--- src/rtl/metaball_scanner_if.sv ---
// Metaball sample bus: the scanner broadcasts a sample position and strobe,
// and each evaluator answers with a completion flag and its Q17.15 contribution.
interface metaball_scanner_if #(
    parameter int N_BALLS = 4
);
    logic                   px_stb;
    logic [31:0]            p_x;
    logic [31:0]            p_y;
    logic [N_BALLS-1:0]     vld;
    logic [32*N_BALLS-1:0]  contrib;
    logic                   mov_en;

    modport master (
        output px_stb, p_x, p_y, mov_en,
        input  vld, contrib
    );

    modport slave (
        input  px_stb, p_x, p_y, mov_en,
        output vld, contrib
    );
endinterface

--- src/rtl/metaball_scanner.sv ---
// Raster-order metaball scanner: strobes each pixel position to the evaluators,
// thresholds their saturated sum into a 1-bit framebuffer, then pulses mov_en.
module metaball_scanner #(
    parameter int          WIDTH_PX  = 32,
    parameter int          HEIGHT_PX = 64,
    parameter int          N_BALLS   = 4,
    parameter logic [31:0] THRESH    = 32'h0000_8000,
    parameter int          TIMEOUT   = 64
) (
    input  logic                                   clk,
    input  logic                                   rst_n,
    input  logic                                   frame_go,
    metaball_scanner_if.master                     smp,
    output logic                                   wr_en,
    output logic [$clog2(WIDTH_PX*HEIGHT_PX)-1:0]  wr_addr,
    output logic                                   wr_data,
    output logic                                   busy,
    output logic                                   frame_done,
    output logic                                   err
);
    localparam int AW  = $clog2(WIDTH_PX*HEIGHT_PX);
    localparam int CW  = (WIDTH_PX  > 1) ? $clog2(WIDTH_PX)  : 1;
    localparam int RW  = (HEIGHT_PX > 1) ? $clog2(HEIGHT_PX) : 1;
    localparam int WTW = $clog2(TIMEOUT + 1);

    typedef enum logic [2:0] {
        S_IDLE, S_STROBE, S_BLANK, S_WAIT, S_SUM, S_WRITE, S_MOVE, S_DONE
    } state_t;

    state_t          state;
    logic [CW-1:0]   col;
    logic [RW-1:0]   row;
    logic [WTW-1:0]  wait_cnt;
    logic [31:0]     sum_p1;
    logic [AW-1:0]   pix_addr;
    logic            last_col;
    logic            last_px;

    function automatic logic [31:0] sat_add(input logic [31:0] a, input logic [31:0] b);
        logic [32:0] s;
        s = {1'b0, a} + {1'b0, b};
        return s[32] ? 32'hFFFF_FFFF : s[31:0];
    endfunction

    // Clamping after every lane keeps the result monotonic regardless of lane order.
    function automatic logic [31:0] lane_sum(input logic [32*N_BALLS-1:0] c);
        logic [31:0] acc;
        acc = '0;
        for (int i = 0; i < N_BALLS; i++)
            acc = sat_add(acc, c[32*i +: 32]);
        return acc;
    endfunction

    assign pix_addr = AW'(int'(row) * WIDTH_PX + int'(col));
    assign last_col = (col == CW'(WIDTH_PX - 1));
    assign last_px  = last_col && (row == RW'(HEIGHT_PX - 1));

    always_ff @(posedge clk or negedge rst_n) begin
        if (!rst_n) begin
            state      <= S_IDLE;
            col        <= '0;
            row        <= '0;
            wait_cnt   <= '0;
            sum_p1     <= '0;
            smp.px_stb <= 1'b0;
            smp.p_x    <= '0;
            smp.p_y    <= '0;
            smp.mov_en <= 1'b0;
            wr_en      <= 1'b0;
            wr_addr    <= '0;
            wr_data    <= 1'b0;
            busy       <= 1'b0;
            frame_done <= 1'b0;
            err        <= 1'b0;
        end else begin
            smp.px_stb <= 1'b0;
            smp.mov_en <= 1'b0;
            wr_en      <= 1'b0;
            frame_done <= 1'b0;
            case (state)
                S_IDLE: begin
                    if (frame_go) begin
                        col        <= '0;
                        row        <= '0;
                        smp.p_x    <= '0;
                        smp.p_y    <= '0;
                        smp.px_stb <= 1'b1;
                        busy       <= 1'b1;
                        state      <= S_STROBE;
                    end
                end
                S_STROBE: state <= S_BLANK;
                // vld may still be high from the previous pixel; it is not looked at here.
                S_BLANK: begin
                    wait_cnt <= '0;
                    state    <= S_WAIT;
                end
                S_WAIT: begin
                    if (&smp.vld) begin
                        sum_p1 <= lane_sum(smp.contrib);
                        state  <= S_SUM;
                    end else if (wait_cnt == WTW'(TIMEOUT - 1)) begin
                        err     <= 1'b1;
                        wr_en   <= 1'b1;
                        wr_addr <= pix_addr;
                        wr_data <= 1'b0;
                        state   <= S_WRITE;
                    end else begin
                        wait_cnt <= wait_cnt + 1'b1;
                    end
                end
                S_SUM: begin
                    wr_en   <= 1'b1;
                    wr_addr <= pix_addr;
                    wr_data <= (sum_p1 >= THRESH);
                    state   <= S_WRITE;
                end
                S_WRITE: begin
                    if (last_px) begin
                        smp.mov_en <= 1'b1;
                        state      <= S_MOVE;
                    end else begin
                        if (last_col) begin
                            col     <= '0;
                            row     <= row + 1'b1;
                            smp.p_x <= '0;
                            smp.p_y <= 32'(row + 1'b1) << 15;
                        end else begin
                            col     <= col + 1'b1;
                            smp.p_x <= 32'(col + 1'b1) << 15;
                        end
                        smp.px_stb <= 1'b1;
                        state      <= S_STROBE;
                    end
                end
                S_MOVE: begin
                    frame_done <= 1'b1;
                    busy       <= 1'b0;
                    state      <= S_DONE;
                end
                S_DONE:  state <= S_IDLE;
                default: state <= S_IDLE;
            endcase
        end
    end
endmodule
--- src/flat_wrapper.sv ---
// flat-port wrapper written by rule: the top's interface ports become plain ports
module metaball_scanner_flat 
#(
    parameter int          WIDTH_PX  = 32,
    parameter int          HEIGHT_PX = 64,
    parameter int          N_BALLS   = 4,
    parameter logic [31:0] THRESH    = 32'h0000_8000,
    parameter int          TIMEOUT   = 64
)
  (clk, rst_n, frame_go, wr_en, wr_addr, wr_data, busy, frame_done, err, smp_px_stb, smp_p_x, smp_p_y, smp_mov_en, smp_vld, smp_contrib);
  metaball_scanner_if #(.N_BALLS(N_BALLS)) smp_i ();
  input  logic clk;
  input  logic rst_n;
  input  logic frame_go;
  output logic wr_en;
  output logic [$clog2(WIDTH_PX*HEIGHT_PX)-1:0] wr_addr;
  output logic wr_data;
  output logic busy;
  output logic frame_done;
  output logic err;
  output wire logic [$bits(smp_i.px_stb)-1:0] smp_px_stb;
  output wire logic [$bits(smp_i.p_x)-1:0] smp_p_x;
  output wire logic [$bits(smp_i.p_y)-1:0] smp_p_y;
  output wire logic [$bits(smp_i.mov_en)-1:0] smp_mov_en;
  input wire logic [$bits(smp_i.vld)-1:0] smp_vld;
  input wire logic [$bits(smp_i.contrib)-1:0] smp_contrib;
  assign smp_px_stb = smp_i.px_stb;
  assign smp_p_x = smp_i.p_x;
  assign smp_p_y = smp_i.p_y;
  assign smp_mov_en = smp_i.mov_en;
  assign smp_i.vld = smp_vld;
  assign smp_i.contrib = smp_contrib;
  metaball_scanner #(.WIDTH_PX(WIDTH_PX), .HEIGHT_PX(HEIGHT_PX), .N_BALLS(N_BALLS), .THRESH(THRESH), .TIMEOUT(TIMEOUT)) u_core (.clk(clk), .rst_n(rst_n), .frame_go(frame_go), .smp(smp_i), .wr_en(wr_en), .wr_addr(wr_addr), .wr_data(wr_data), .busy(busy), .frame_done(frame_done), .err(err));
endmodule
--- config.mk ---
export PLATFORM = sky130hd
export DESIGN_NAME = metaball_scanner_flat
export DESIGN_NICKNAME = d
export VERILOG_FILES = /design/src/rtl/metaball_scanner_if.sv /design/src/rtl/metaball_scanner.sv /design/src/flat_wrapper.sv
export SDC_FILE = /design/constraint.sdc
export NUM_CORES = 1
export LEC_CHECK = 0
export BUFFER_PORTS_ARGS = -buffer_cell sky130_fd_sc_hd__buf_2
export CAP_MARGIN = 5
export CORE_MARGIN = 2
export CORE_UTILIZATION = 54
export CTS_BUF_LIST = sky130_fd_sc_hd__clkbuf_4 sky130_fd_sc_hd__clkbuf_8 sky130_fd_sc_hd__clkbuf_16
export DETAILED_ROUTE_END_ITERATION = 10
export GPL_TIMING_DRIVEN = 0
export PLACE_DENSITY = 0.82
export SETUP_SLACK_MARGIN = 0.02
export SLEW_MARGIN = 20
export SYNTH_ARGS = -nofsm -noshare
export SYNTH_HDL_FRONTEND = slang
export SYNTH_SLANG_ARGS = --single-unit
--- constraint.sdc ---
create_clock -name clk -period 3.6 [get_ports clk]
set_clock_uncertainty 0.2 [all_clocks]
set_input_delay 0.36 -clock clk [delete_from_list [all_inputs] [get_ports clk]]
set_output_delay 0.36 -clock clk [all_outputs]
set_load 0.02 [all_outputs]
### Word level (Yosys, flattened, before mapping)

Index checks and enable logic that the tools add are counted.

* word-level logic and storage cells: 101
* flip-flop bits (word level): 135

* bitwise logic cells: 1
* order comparisons: 1
* mux-type cells: 43
* reductions and logical operators: 15
* $add $sub $neg: 9
* eq/ne operators: 17

Operators with widths (count)
* $mux 32: 8
* $pmux 32 s2: 2
* $add 32x32->33: 3
* $ge 32x16->1 const B: 1
* $pmux 3 s8: 1
* $mux 11: 2
* $pmux 11 s2: 1
* $mux 6: 3
* $mux 5: 3
* $mux 7: 2
* $pmux 7 s2: 1
* $eq 3x3->1 const B: 4
* $mux 3: 4
* $pmux 6 s2: 1
* $reduce_and 3->1: 4
* $add 11x5->11: 1
* $mux 1: 10
* $pmux 5 s2: 1
* $ne 2x2->1 const B: 4
* $pmux 1 s2: 4
* $reduce_and 4->1: 2
* $reduce_bool 2->1: 4
* $add 6x1->7 const B: 1
* $add 7x1->7 const B: 1
* other kinds (15): 18

### Logic depth before layout (Yosys ltp)

* word-level depth: 6
* mapped depth: 36
* gate-level depth less buffers: 35

### Least setup slack after synthesis

No wires, ideal clock.

* kind: input port to flip-flop
* start: input port smp_contrib[0]
* end: register u_core.sum_p1[16]
* setup slack: -3641 ps
* arrival time: 6915 ps
* required time: 3274 ps
* stages on the path: 34
* setup time: 126 ps
* cell sequence: ha_1 > fa_1 > a211oi_2 > o21ai_2 > o2111a_2 > o311ai_4 > o221ai_2 > a21oi_2 > o311ai_1 > a21oi_2 > buf_2 > nand2_1 > ha_1 > clkbuf_1 > a21o_1 > o21bai_1 > a221o_1 > a21oi_1 > o21ai_1 > a221o_1 > a21oi_2 > buf_2 > nand2_1 > ha_1 > a211oi_1 > o21ai_0 > o21a_1 > a221o_1 > a21o_1 > o21ai_2 > a31oi_1 > nor2_1 > buf_2 > a21oi_1

* longest elaborated chain between the ends: 6

Ends and longest elaborated chain
* start: declaration: RTL line flat_wrapper.sv:26 `input wire logic [$bits(smp_i.contrib)-1:0] smp_contrib;`
* $add 32x32->33: RTL line metaball_scanner.sv:41 `s = {1'b0, a} + {1'b0, b};`
* $mux 32: RTL line metaball_scanner.sv:42 `return s[32] ? 32'hFFFF_FFFF : s[31:0];`
* $add 32x32->33: RTL line metaball_scanner.sv:41
* $mux 32: RTL line metaball_scanner.sv:42
* $add 32x32->33: RTL line metaball_scanner.sv:41
* $mux 32: RTL line metaball_scanner.sv:42
* end signal: assignment: RTL line metaball_scanner.sv:100 `sum_p1 <= lane_sum(smp.contrib);`
* end: declaration: RTL line metaball_scanner.sv:34 `logic [31:0] sum_p1;`

No other way between the ends.
A chain may end at the register's enable or synchronous reset.

### Final worst setup path

* start: input port smp_contrib[32]
* end: register u_core.sum_p1[24]

The elaborated chain is that of the path after synthesis.

==> flow_summary_export.csv <==
group,metric,value,unit
timing,worstMarginPinSlew,1010,ps
timing,clock.fmax,0.142,GHz
floorplanning,rows,43,
placed_design,place_inst,1348,
placed_design,port_buffers,165,
logic_synthesis,synth_flop_cell,"dfrtp_1",
routing,drtAntennaViolNets,0,
timing,rsz0062_at_grt,"yes",
floorplanning,die-area,0.0150,sq mm
grt,overflow,0,
floorplanning,core_area,0.0138,sq mm
pwr,internal_power,0.00307,W
logic_synthesis,synth_common_cells,"nand2_1, ha_1, a21oi_1",
placed_design,place.gp.congestion,0.878,
routing,viasPerCell,5.81,
setup_path,path_delay_family,"compound AO/OA/AOI/OAI gates",
routing,drt-pass1-iter-count,7,
outcome,violations,"setup timing",
timing,finalHoldViolations,0,
floorplanning,die_w,123,microns
grt,grt_max_degree,59,
routing,vias,8190,
grt,grt_usage,27.8,%
floorplanning,die_h,123,microns
hold_path,hp-class,"input pin to flip-flop",
setup_path,criticalPathCategory,"input pin to flip-flop",
setup_path,crit_path_end_kind,"flip-flop",
timing,setup_viol,17,
logic_synthesis,synth_most_common_cell,"nand2_1",
logic_synthesis,synth_top_cell_by_area,"dfrtp_1",
cts,cts-buffers-inserted,9,
pwr,p_sw,0.00246,W
logic_synthesis,netlist_area,0.00760,sq mm
cts,clkTransAtPathRegs,50,ps
timing,setup_slack,-3450,ps
logic_synthesis,ys_async_sr_fraction,100,%
pwr,seqPwrFrac,17.9,%
finish,final_nets,1463,
setup_path,slowest_delay,390,ps
cts,cts.htree.levels,3,
placed_design,hpwl,15100,microns
timing,fin_crit_sh,196,%
routing,drt_iter0_drc,672,
setup_path,crit_buf_inv,7,
pwr,peakVddDrop,0.000360,V
setup_path,cp-start-kind,"input pin",
setup_path,cp_max_fo,8,
grt,grt_pass1_vias,7539,
finish,fin_cells,1409,
timing,relSlewSlack,32.0,%
pwr,leakage,5.07,nW
setup_path,crit_slowest_cell,"fa_2",
finish,utilization,75.8,%
setup_path,crit_top_cell,"buf_6",
routing,wl_per_cell,16.2,microns
routing,drc,0,
grt,grt_pass1_wl,34300,microns
floorplanning,io_pins,217,
setup_path,arrival,7070,ps
floorplanning,initial_core_util,54.9,%
pwr,pwr-share-comb,66.6,%
pwr,switching_share,44.5,%
pwr,pwr-share-clk,15.4,%
flow_run,max_cap_violations,0,
timing,drv_slew,0,
setup_path,cp.required,3610,ps
outcome,status,"complete, but fails checks",
cts,worstSkewPairLatency,330,ps
logic_synthesis,yosysSeqAreaShare,19.1,%
cts,cts_buffer_depth,2,
pwr,power-per-cell-area,528,mW/mm^2
logic_synthesis,synth_top_cell_area_share,19.1,%
logic_synthesis,synth.avg_cell_area,7.97,sq um
grt,antenna_found_initial,2,
timing,fin_crit,7050,ps
logic_synthesis,synth_edf_count,0,
logic_synthesis,yosysWarnings,0,
placed_design,place_area,0.00910,sq mm
cts,clock_sinks,58,
cts,cts_tree,"yes",
finish,drive_gt1_share,36.6,%
logic_synthesis,yosys_register_bits,58,
logic_synthesis,synthDistinctLibCells,72,
placed_design,dp_slack,-4360,ps
cts,clockRootBuffer,"clkbuf_16",
finish,synthToLayoutAreaGrowth,37.9,%
routing,finalWirelength,22800,microns
logic_synthesis,syn_inst,953,
logic_synthesis,synth.area.top_cells,"dfrtp_1, ha_1, nand2_1",
finish,stdcell_area,0.0105,sq mm
through the flow:
step	hold WS (ps)	power, W	setup TNS (ps)
2_1_floorplan	-136	0.00322	-53030
3_3_place_gp	233	0.00375	-71630
3_5_place_dp	242	0.00382	-73100
4_1_cts	163	0.00514	-56270
5_1_grt	219	0.00588	-62070
6_report	156	0.00553	-57250
sequential cells by signal (all words and copies together) (netlist names):
| name | count |
|---|---|
| u_core.busy | 1 |
| u_core.col | 4 |
| u_core.err | 1 |
| u_core.frame_done | 1 |
| u_core.row | 5 |
| u_core.smp.mov_en | 1 |
| u_core.smp.p_x | 2 |
| u_core.smp.p_y | 2 |
| u_core.smp.px_stb | 1 |
| u_core.state | 3 |
| u_core.sum_p1 | 17 |
| u_core.wait_cnt | 7 |
| u_core.wr_addr | 11 |
| u_core.wr_data | 1 |
| u_core.wr_en | 1 |
tightest hold or removal path: stages:
cell and delay, ps:
buf_2 90, nor2_1 40, o221ai_1 150
final timing paths:
check                      cells past startpoint  slack (ps)                       endpoint                      start
setup / recovery                              36       -3450  u_core.sum_p1[24]$_DFFE_PN0P_            smp_contrib[32]
setup reg to reg                              10         360      u_core.row[3]$_DFFE_PN0P_  u_core.col[0]$_DFFE_PN0P_
min in group asynchronous                      2         420  u_core.sum_p1[16]$_DFFE_PN0P_                      rst_n
hold / removal                                 3         160    u_core.state[0]$_DFFE_PN0P_                   frame_go
max in group asynchronous                      2        2310      u_core.col[3]$_DFFE_PN0P_                      rst_n
hold reg to reg                                1         250         u_core.err$_DFFE_PN0P_     u_core.err$_DFFE_PN0P_
per-layer routing:
metal,up-vias,global-route usage [%],part of all wire [%]
li1,3935,-,-
met1,3787,32.7,39
met2,372,50.2,51
met3,96,4.69,6.1
met4,0,10.2,4.6
met5,-,0,0
kinds of logic (layout without fill, tap and decap cells):
group / count (synthesis) / in the layout / share of synthesized area [%]
AND/OR/NAND/NOR: 311 / 311 / 19.1
AO/OA/AOI/OAI: 302 / 302 / 26.7
buffers and inverters: 91 / 315 / 7.21
adder cells (fa/ha/maj): 106 / 106 / 17.8
other: 1 / 53 / 0.0494
XOR/XNOR: 71 / 71 / 8.19
multiplexers: 13 / 13 / 1.89
flip-flops: 58 / 58 / 19.1
repair_timing:
| item | CTS | global route |
|---|---|---|
| hold buffers | 1 | 0 |
| gates resized for setup | 95 | 38 |
| hold endpoints to repair | 58 | 0 |
| cloned | 4 | 0 |
| buffers inserted | 34 | 10 |
| setup endpoints to repair | 17 | 17 |
| pin swaps | 69 | 43 |
power groups by stage:
| stage | Clock [W] | Sequential, W | Combinational, W |
|---|---|---|---|
| 6_report | 0.000854 | 0.000991 | 0.00369 |
| 5_1_grt | 0.000896 | 0.00101 | 0.00397 |
| 4_1_cts | 0.000856 | 0.000984 | 0.00330 |
| 3_5_place_dp | 0 | 0.000985 | 0.00283 |
| 3_3_place_gp | 0 | 0.000973 | 0.00278 |
| 2_1_floorplan | 0 | 0.00102 | 0.00219 |
cell type report:
type                    instances  area [sq um]
flip-flops and latches         58          1450
multi-input cells             854          6640
clock buffers                  11           253
diodes                          2          5.00
well taps                     180           225
clock inverters                 5          52.6
plain buffers                  67           518
repair buffers                213          1260
inverters                      19          71.3
fillers                       949          3350
cells in the final DEF (no fill, tap or decap), drive strengths merged, types with 5 or more instances in the layout:
cell	count
nor2	73
a211o	6
a21oi	82
and3	7
a221o	5
o21bai	10
o21a	15
nor2b	17
ha	103
nand3	24
dfrtp	58
buf	270
a21o	48
o21ai	63
nand2b	11
clkbuf	19
xnor2	30
or3	12
xor2	41
nor3	13
inv	19
a31oi	17
nand4	18
mux2	11
a211oi	12
conb	51
or2	5
nand2	114
Power figures use the tool's default switching activity.
